$ cat config.mk
export PLATFORM = sky130hd
export DESIGN_NAME = memctrl_mb
export DESIGN_NICKNAME = d
export VERILOG_FILES = /design/src/rtl/memctrl_pkg.sv /design/src/rtl/memctrl_rd_pipe.sv /design/src/rtl/memctrl_mb.sv
export SDC_FILE = /design/constraint.sdc
export NUM_CORES = 1
export LEC_CHECK = 0
export ABC_CLOCK_PERIOD_IN_PS = 2650
export CORE_UTILIZATION = 41
export CTS_CLUSTER_DIAMETER = 50
export DETAILED_ROUTE_END_ITERATION = 7
export PLACE_DENSITY = 0.73
export RECOVER_POWER = 25
export SLEW_MARGIN = 20
export SYNTH_ARGS = -nofsm -noshare
export SYNTH_HDL_FRONTEND = slang
export SYNTH_SLANG_ARGS = --single-unit
$ cat constraint.sdc
create_clock -name CLK -period 2.65 [get_ports CLK]
set_input_delay 0.3975 -clock CLK [delete_from_list [all_inputs] [get_ports CLK]]
set_output_delay 0.3975 -clock CLK [all_outputs]
set_load 0.01 [all_outputs]
$ cat src/rtl/memctrl_pkg.sv
// Shared types, width helpers and reset levels for the multi-bank SRAM controller.
package memctrl_pkg;

    typedef enum logic [1:0] {
        IDLE = 2'd0,
        WR   = 2'd1,
        RD   = 2'd2
    } state_e;

    typedef enum logic [1:0] {
        NOP   = 2'd0,
        WRITE = 2'd1,
        READ  = 2'd2
    } cmd_e;

    localparam logic CSB_RST_LVL = 1'b1;
    localparam logic WEB_RST_LVL = 1'b1;

    function automatic int bank_sel_w(input int nbank);
        return $clog2(nbank);
    endfunction

    function automatic int in_bank_w(input int aw, input int nbank);
        return aw - $clog2(nbank);
    endfunction

    // WEB=1 with OEB=1 is a no-op even when the chip is selected.
    function automatic cmd_e decode_cmd(input logic ce, input logic csb,
                                        input logic web, input logic oeb);
        if (!ce || csb) return NOP;
        if (!web)       return WRITE;
        if (!oeb)       return READ;
        return NOP;
    endfunction

endpackage

$ cat src/rtl/memctrl_rd_pipe.sv
// Read-return pipeline: delays {valid, bank} by RD_LAT cycles, then registers BK_Q of that bank.
module memctrl_rd_pipe
    import memctrl_pkg::*;
#(
    parameter int DW     = 8,
    parameter int NBANK  = 4,
    parameter int RD_LAT = 1
) (
    input  logic                              clk_i,
    input  logic                              rstn_i,
    input  logic                              vld_i,
    input  logic [bank_sel_w(NBANK)-1:0]      bank_i,
    input  logic [NBANK*DW-1:0]               bk_q_i,
    output logic [DW-1:0]                     odata_o,
    output logic                              rvalid_o
);
    localparam int BSW = bank_sel_w(NBANK);

    logic [RD_LAT-1:0] vld_q;
    logic [BSW-1:0]    bank_q [RD_LAT];
    logic [DW-1:0]     q_bank [NBANK];
    logic [DW-1:0]     odata_q;
    logic              rvalid_q;

    always_comb begin
        for (int b = 0; b < NBANK; b++) q_bank[b] = bk_q_i[b*DW +: DW];
    end

    always_ff @(posedge clk_i) begin
        if (!rstn_i) begin
            vld_q    <= '0;
            rvalid_q <= 1'b0;
            odata_q  <= '0;
        end else begin
            vld_q[0] <= vld_i;
            for (int i = 1; i < RD_LAT; i++) vld_q[i] <= vld_q[i-1];
            rvalid_q <= vld_q[RD_LAT-1];
            if (vld_q[RD_LAT-1]) odata_q <= q_bank[bank_q[RD_LAT-1]];
        end
    end

    // Bank tags need no reset: they are only used when the matching valid bit is set.
    always_ff @(posedge clk_i) begin
        bank_q[0] <= bank_i;
        for (int i = 1; i < RD_LAT; i++) bank_q[i] <= bank_q[i-1];
    end

    assign odata_o  = odata_q;
    assign rvalid_o = rvalid_q;

endmodule

$ cat src/rtl/memctrl_mb.sv
// Multi-bank SRAM controller: burst FSM, beat counter and in-bank address incrementer.
module memctrl_mb
    import memctrl_pkg::*;
#(
    parameter int DW     = 8,
    parameter int AW     = 16,
    parameter int NBANK  = 4,
    parameter int BLW    = 4,
    parameter int RD_LAT = 1
) (
    input  logic                            CLK,
    input  logic                            RSTN,
    input  logic                            CE,
    input  logic                            CSB,
    input  logic                            WEB,
    input  logic                            OEB,
    input  logic [AW-1:0]                   ADDR,
    input  logic [BLW-1:0]                  BLEN,
    input  logic [DW-1:0]                   IDATA,
    output logic [DW-1:0]                   ODATA,
    output logic                            RVALID,
    output logic                            BUSY,
    output logic                            DROP,
    output logic [NBANK-1:0]                BK_CSB,
    output logic                            BK_WEB,
    output logic [in_bank_w(AW,NBANK)-1:0]  BK_A,
    output logic [DW-1:0]                   BK_D,
    input  logic [NBANK*DW-1:0]             BK_Q
);
    localparam int BSW = bank_sel_w(NBANK);
    localparam int BAW = in_bank_w(AW, NBANK);

    state_e           state_q, state_d;
    logic [BLW-1:0]   rem_q, rem_d;
    logic [BAW-1:0]   addr_q, addr_d;
    logic [BSW-1:0]   bank_q, bank_d;
    logic [NBANK-1:0] bk_csb_q, bk_csb_d;
    logic             bk_web_q, bk_web_d;
    logic [BAW-1:0]   bk_a_q, bk_a_d;
    logic [DW-1:0]    bk_d_q, bk_d_d;
    logic             drop_q, drop_d;
    cmd_e             cmd;
    logic             last_beat;
    logic             can_accept;
    logic             rd_beat;

    always_comb begin
        state_d  = state_q;
        rem_d    = rem_q;
        addr_d   = addr_q;
        bank_d   = bank_q;
        bk_csb_d = bk_csb_q;
        bk_web_d = bk_web_q;
        bk_a_d   = bk_a_q;
        bk_d_d   = bk_d_q;
        drop_d   = 1'b0;

        cmd        = decode_cmd(CE, CSB, WEB, OEB);
        last_beat  = (rem_q == '0);
        // The edge that ends a burst can already start the next one.
        can_accept = (state_q == IDLE) || last_beat;

        unique case (state_q)
            IDLE: ;
            WR, RD: begin
                if (last_beat) begin
                    state_d  = IDLE;
                    bk_csb_d = '1;
                    bk_web_d = 1'b1;
                end else begin
                    bk_a_d = addr_q;
                    addr_d = addr_q + 1'b1;
                    rem_d  = rem_q - 1'b1;
                    if (state_q == WR) bk_d_d = IDATA;
                end
            end
            default: state_d = IDLE;
        endcase

        if (cmd != NOP) begin
            if (can_accept) begin
                state_d  = (cmd == WRITE) ? WR : RD;
                bank_d   = ADDR[AW-1 -: BSW];
                bk_csb_d = ~({{(NBANK-1){1'b0}}, 1'b1} << bank_d);
                bk_a_d   = ADDR[BAW-1:0];
                addr_d   = ADDR[BAW-1:0] + 1'b1;
                rem_d    = BLEN;
                bk_web_d = (cmd != WRITE);
                if (cmd == WRITE) bk_d_d = IDATA;
            end else begin
                drop_d = 1'b1;
            end
        end
    end

    always_ff @(posedge CLK) begin
        if (!RSTN) begin
            state_q  <= IDLE;
            rem_q    <= '0;
            bk_csb_q <= {NBANK{CSB_RST_LVL}};
            bk_web_q <= WEB_RST_LVL;
            bk_a_q   <= '0;
            bk_d_q   <= '0;
            drop_q   <= 1'b0;
        end else begin
            state_q  <= state_d;
            rem_q    <= rem_d;
            bk_csb_q <= bk_csb_d;
            bk_web_q <= bk_web_d;
            bk_a_q   <= bk_a_d;
            bk_d_q   <= bk_d_d;
            drop_q   <= drop_d;
        end
    end

    always_ff @(posedge CLK) begin
        addr_q <= addr_d;
        bank_q <= bank_d;
    end

    assign rd_beat = bk_web_q & ~(&bk_csb_q);

    memctrl_rd_pipe #(
        .DW     (DW),
        .NBANK  (NBANK),
        .RD_LAT (RD_LAT)
    ) u_rd_pipe (
        .clk_i    (CLK),
        .rstn_i   (RSTN),
        .vld_i    (rd_beat),
        .bank_i   (bank_q),
        .bk_q_i   (BK_Q),
        .odata_o  (ODATA),
        .rvalid_o (RVALID)
    );

    assign BUSY   = (state_q != IDLE);
    assign DROP   = drop_q;
    assign BK_CSB = bk_csb_q;
    assign BK_WEB = bk_web_q;
    assign BK_A   = bk_a_q;
    assign BK_D   = bk_d_q;

endmodule

==> key figures <==
Critical path
  • Capture point of the worst reg-to-reg path: BK_D[6]
  • Reg2reg start: rem_q[0]
  • Arr. time, crit path: 2.40 ns
  • CP startpoint: rem_q[0]
  • Critical path startpoint category: register
  • FF-to-FF path depth: 6
  • Kind of critical path: reg -> reg
  • CP max FO: 11
  • FF-to-FF setup slack: 0.51 ns
  • Req. time, crit path: 2.91 ns
  • Crit end category: register

Clock tree
  • Clk_lat worst skew: 0.34 ns
  • CTS tree: done
  • Hold buffers post-CTS: 0
  • Root Buffer: clkbuf_8
  • Post_cts resized: 0
  • Clock slew at reported path FFs: 0.06 ns
  • Number of setup buffers added after CTS: 0
  • # clock sinks: 62
  • CTS buffer count: 9
  • H-tree depth: 3
  • Max clock buf depth: 2

Timing
  • Final Cycle Share: 80.7%
  • Final setup vio count: 0
  • Fin. Hold Viols: 0
  • Crit path time final: 2.14 ns
  • RSZ-0062 raised after global routing: false
  • Worst rel slew slack: 51.3%
  • Worst-Margin Slew: 0.730 ns
  • Final total negative setup slack: 0 ns
  • Highest clock rate: 0.467 GHz
  • Post-Route Skew: 0.0104 ns
  • Fin. max-slew vios: 0

GRT
  • Largest net degree at the start of global routing: 53
  • Gr ovfl total: 0
  • First-pass GRT wire length: 13200 um
  • Antenna violations before repair: 0
  • Gr usage total: 22.0%
  • Vias in the first global route: 2896

Placement
  • Number of port buffers: 103
  • Placed instance count: 534
  • Dpl hpwl: 6070 um
  • Area after DPL: 4220 sq um
  • Final RePlAce weighted congestion: 0.832

Power
  • Max IR drop VDD: 0.313 mV
  • PwrDens: 612 nW/um^2
  • Power, Total: 2.71 mW
  • Static Leak: 1.57 nW

Detailed routing
  • DRC Markers: 0
  • Routed length per placed instance: 15.5 um
  • DRT Pass-1 Iters: 4
  • Final ANT Viol Nets: 0
  • Vias per cell: 5.48
  • Final WL: 8500 um
  • Vias: 3015
  • DRT iter0 DRCs: 100

Synthesis
  • Area of the mapped netlist: 3140 sq um
  • Syn_nets: 422
  • Top FF cell, synth: dfxtp_1
  • Post-synthesis sequential area ratio: 40.2%
  • Number of synthesized flops with an enable pin: 2
  • Cells after Synth: 350
  • Syn_area_per_cell: 8.96 sq um
  • Count of cell types in the netlist: 46
  • #FFs+latches synth: 62
  • Ys async rst share: 0%
  • Synth warn: 0

Finish
  • Share of cells above drive strength 1: 6.87%
  • Antenna Cells: 0
  • Finished Layout Cells: 550
  • Final Util: 60.4%
  • Most frequent cells in the layout: clkdlybuf4s50_1, dfxtp_1, nand2_1
  • # fillers: 625
  • Multi-input logic area: 1730 sq um
  • Layout Nets: 518
  • Area Overhead vs Synth: 41.2%
  • Finished Cell Area: 4430 sq um
  • Commonest non-fill, non-tap cell in the layout: clkdlybuf4s50_1
  • Register area: 1260 sq um

Status
  • Status: finished, final reports clean

Worst hold path
  • Worst Hold Depth: 0
  • Hold path start: bank_q[0]
  • Worst hold path type: reg -> reg
  • Hold EP: u_rd_pipe.bank_q[0][0]

Die
  • Die area: 8000 sq um
  • Core area: 7330 sq um
  • # IOs: 104
  • Horiz. Die Dim: 89.5 um
  • Initial Util: 42.8%
  • Die height: 89.5 um
  • Rows: 31

Flow run
  • Max Cap Viol: 0
power by group:
part           internal, mW  leakage, nW  switching [mW]
Combinational         0.333        0.945           0.291
Clock                 0.553        0.110           0.358
Sequential             1.06        0.512           0.123
flip-flops by register name, indices dropped and copies added, names as in the netlist:
name	count
BK_A	14
BK_CSB	4
BK_D	8
BK_WEB	1
DROP	1
addr_q	14
bank_q	2
rem_q	4
state_q	2
u_rd_pipe.bank_q	2
u_rd_pipe.odata_o	8
u_rd_pipe.rvalid_o	1
u_rd_pipe.vld_q	1
through the flow:
step	hold WS, ns	setup WS [ns]
after floorplan	0.323	0.808
after global placement	0.326	0.374
final	0.342	0.511
after global routing	0.364	0.288
after CTS	0.344	0.542
after detailed placement	0.329	0.414
Yosys cell counts (2+ instances only):
| master | count | area share [%] |
|---|---|---|
| dfxtp_1 | 60 | 38 |
| nand2_1 | 46 | 5.5 |
| nor2_1 | 27 | 3.2 |
| nand3_1 | 22 | 3.5 |
| xnor2_1 | 15 | 4.2 |
| a311oi_1 | 14 | 3.9 |
| o21ai_0 | 14 | 2.2 |
| a21oi_1 | 13 | 2.1 |
| clkbuf_1 | 13 | 1.6 |
| nor3_1 | 13 | 2.1 |
| mux2i_1 | 12 | 3.8 |
| mux4_2 | 8 | 5.7 |
| buf_2 | 7 | 1.1 |
| nand4_1 | 7 | 1.4 |
| o211ai_1 | 7 | 1.7 |
| xor2_1 | 7 | 2.0 |
| ha_1 | 6 | 2.4 |
| inv_1 | 6 | 0.72 |
| o21ai_1 | 5 | 0.80 |
| and2_1 | 4 | 0.80 |
| nor3b_1 | 4 | 0.96 |
| nor4_1 | 4 | 0.80 |
| o311ai_0 | 4 | 1.1 |
| or4b_1 | 4 | 1.3 |
| and3_1 | 3 | 0.60 |
| buf_6 | 2 | 0.72 |
| edfxtp_1 | 2 | 1.9 |
| nor4b_1 | 2 | 0.56 |
| o21a_1 | 2 | 0.48 |
worst max-delay path, stage by stage (launching register included):
cell	delay, ns
dfxtp_1	0.33
inv_1	0.06
ha_1	0.16
or3b_1	0.50
a21boi_1	0.65
o21ai_0	0.20
a21oi_1	0.17
metal layers:
layer | GRT usage, % | vias to the layer above | share of wire, %
met2 | 38.6 | 122 | 46
met1 | 25.6 | 1406 | 45
met3 | 6.00 | 13 | 7.5
met4 | 8.37 | 0 | 1.3
li1 | - | 1474 | -
met5 | 0 | - | 0
worst max path at each step:
stage               cells after the start    endpoint  slack, ns
floorplan                               7  addr_q[12]       0.81
global placement                        5     BK_D[0]       0.37
detailed placement                      5     BK_D[6]       0.41
CTS                                     4        BUSY       0.54
global route                            6    BK_A[13]       0.29
finish                                  6     BK_D[6]       0.51
kinds of logic (layout without fill, tap and decap cells):
kind of cell | count (synthesis) | count (layout) | share of synthesized area [%]
AND/OR/NAND/NOR | 144 | 144 | 22.9
AO/OA/AOI/OAI | 65 | 65 | 14.2
flip-flops | 62 | 62 | 40.2
buffers and inverters | 31 | 132 | 4.59
XOR/XNOR | 22 | 22 | 6.14
multiplexers | 20 | 20 | 9.57
adder cells (fa/ha/maj) | 6 | 6 | 2.39
area by class of cell:
class / instances / area share [%]
clock buffer: 12 / 3.28
clock inverter: 4 / 1.58
inverter: 8 / 0.678
multi-input combinational: 257 / 39.1
sequential: 62 / 28.5
tap: 99 / 2.80
timing repair buffer: 108 / 24.1
Power figures use the tool's default switching activity.
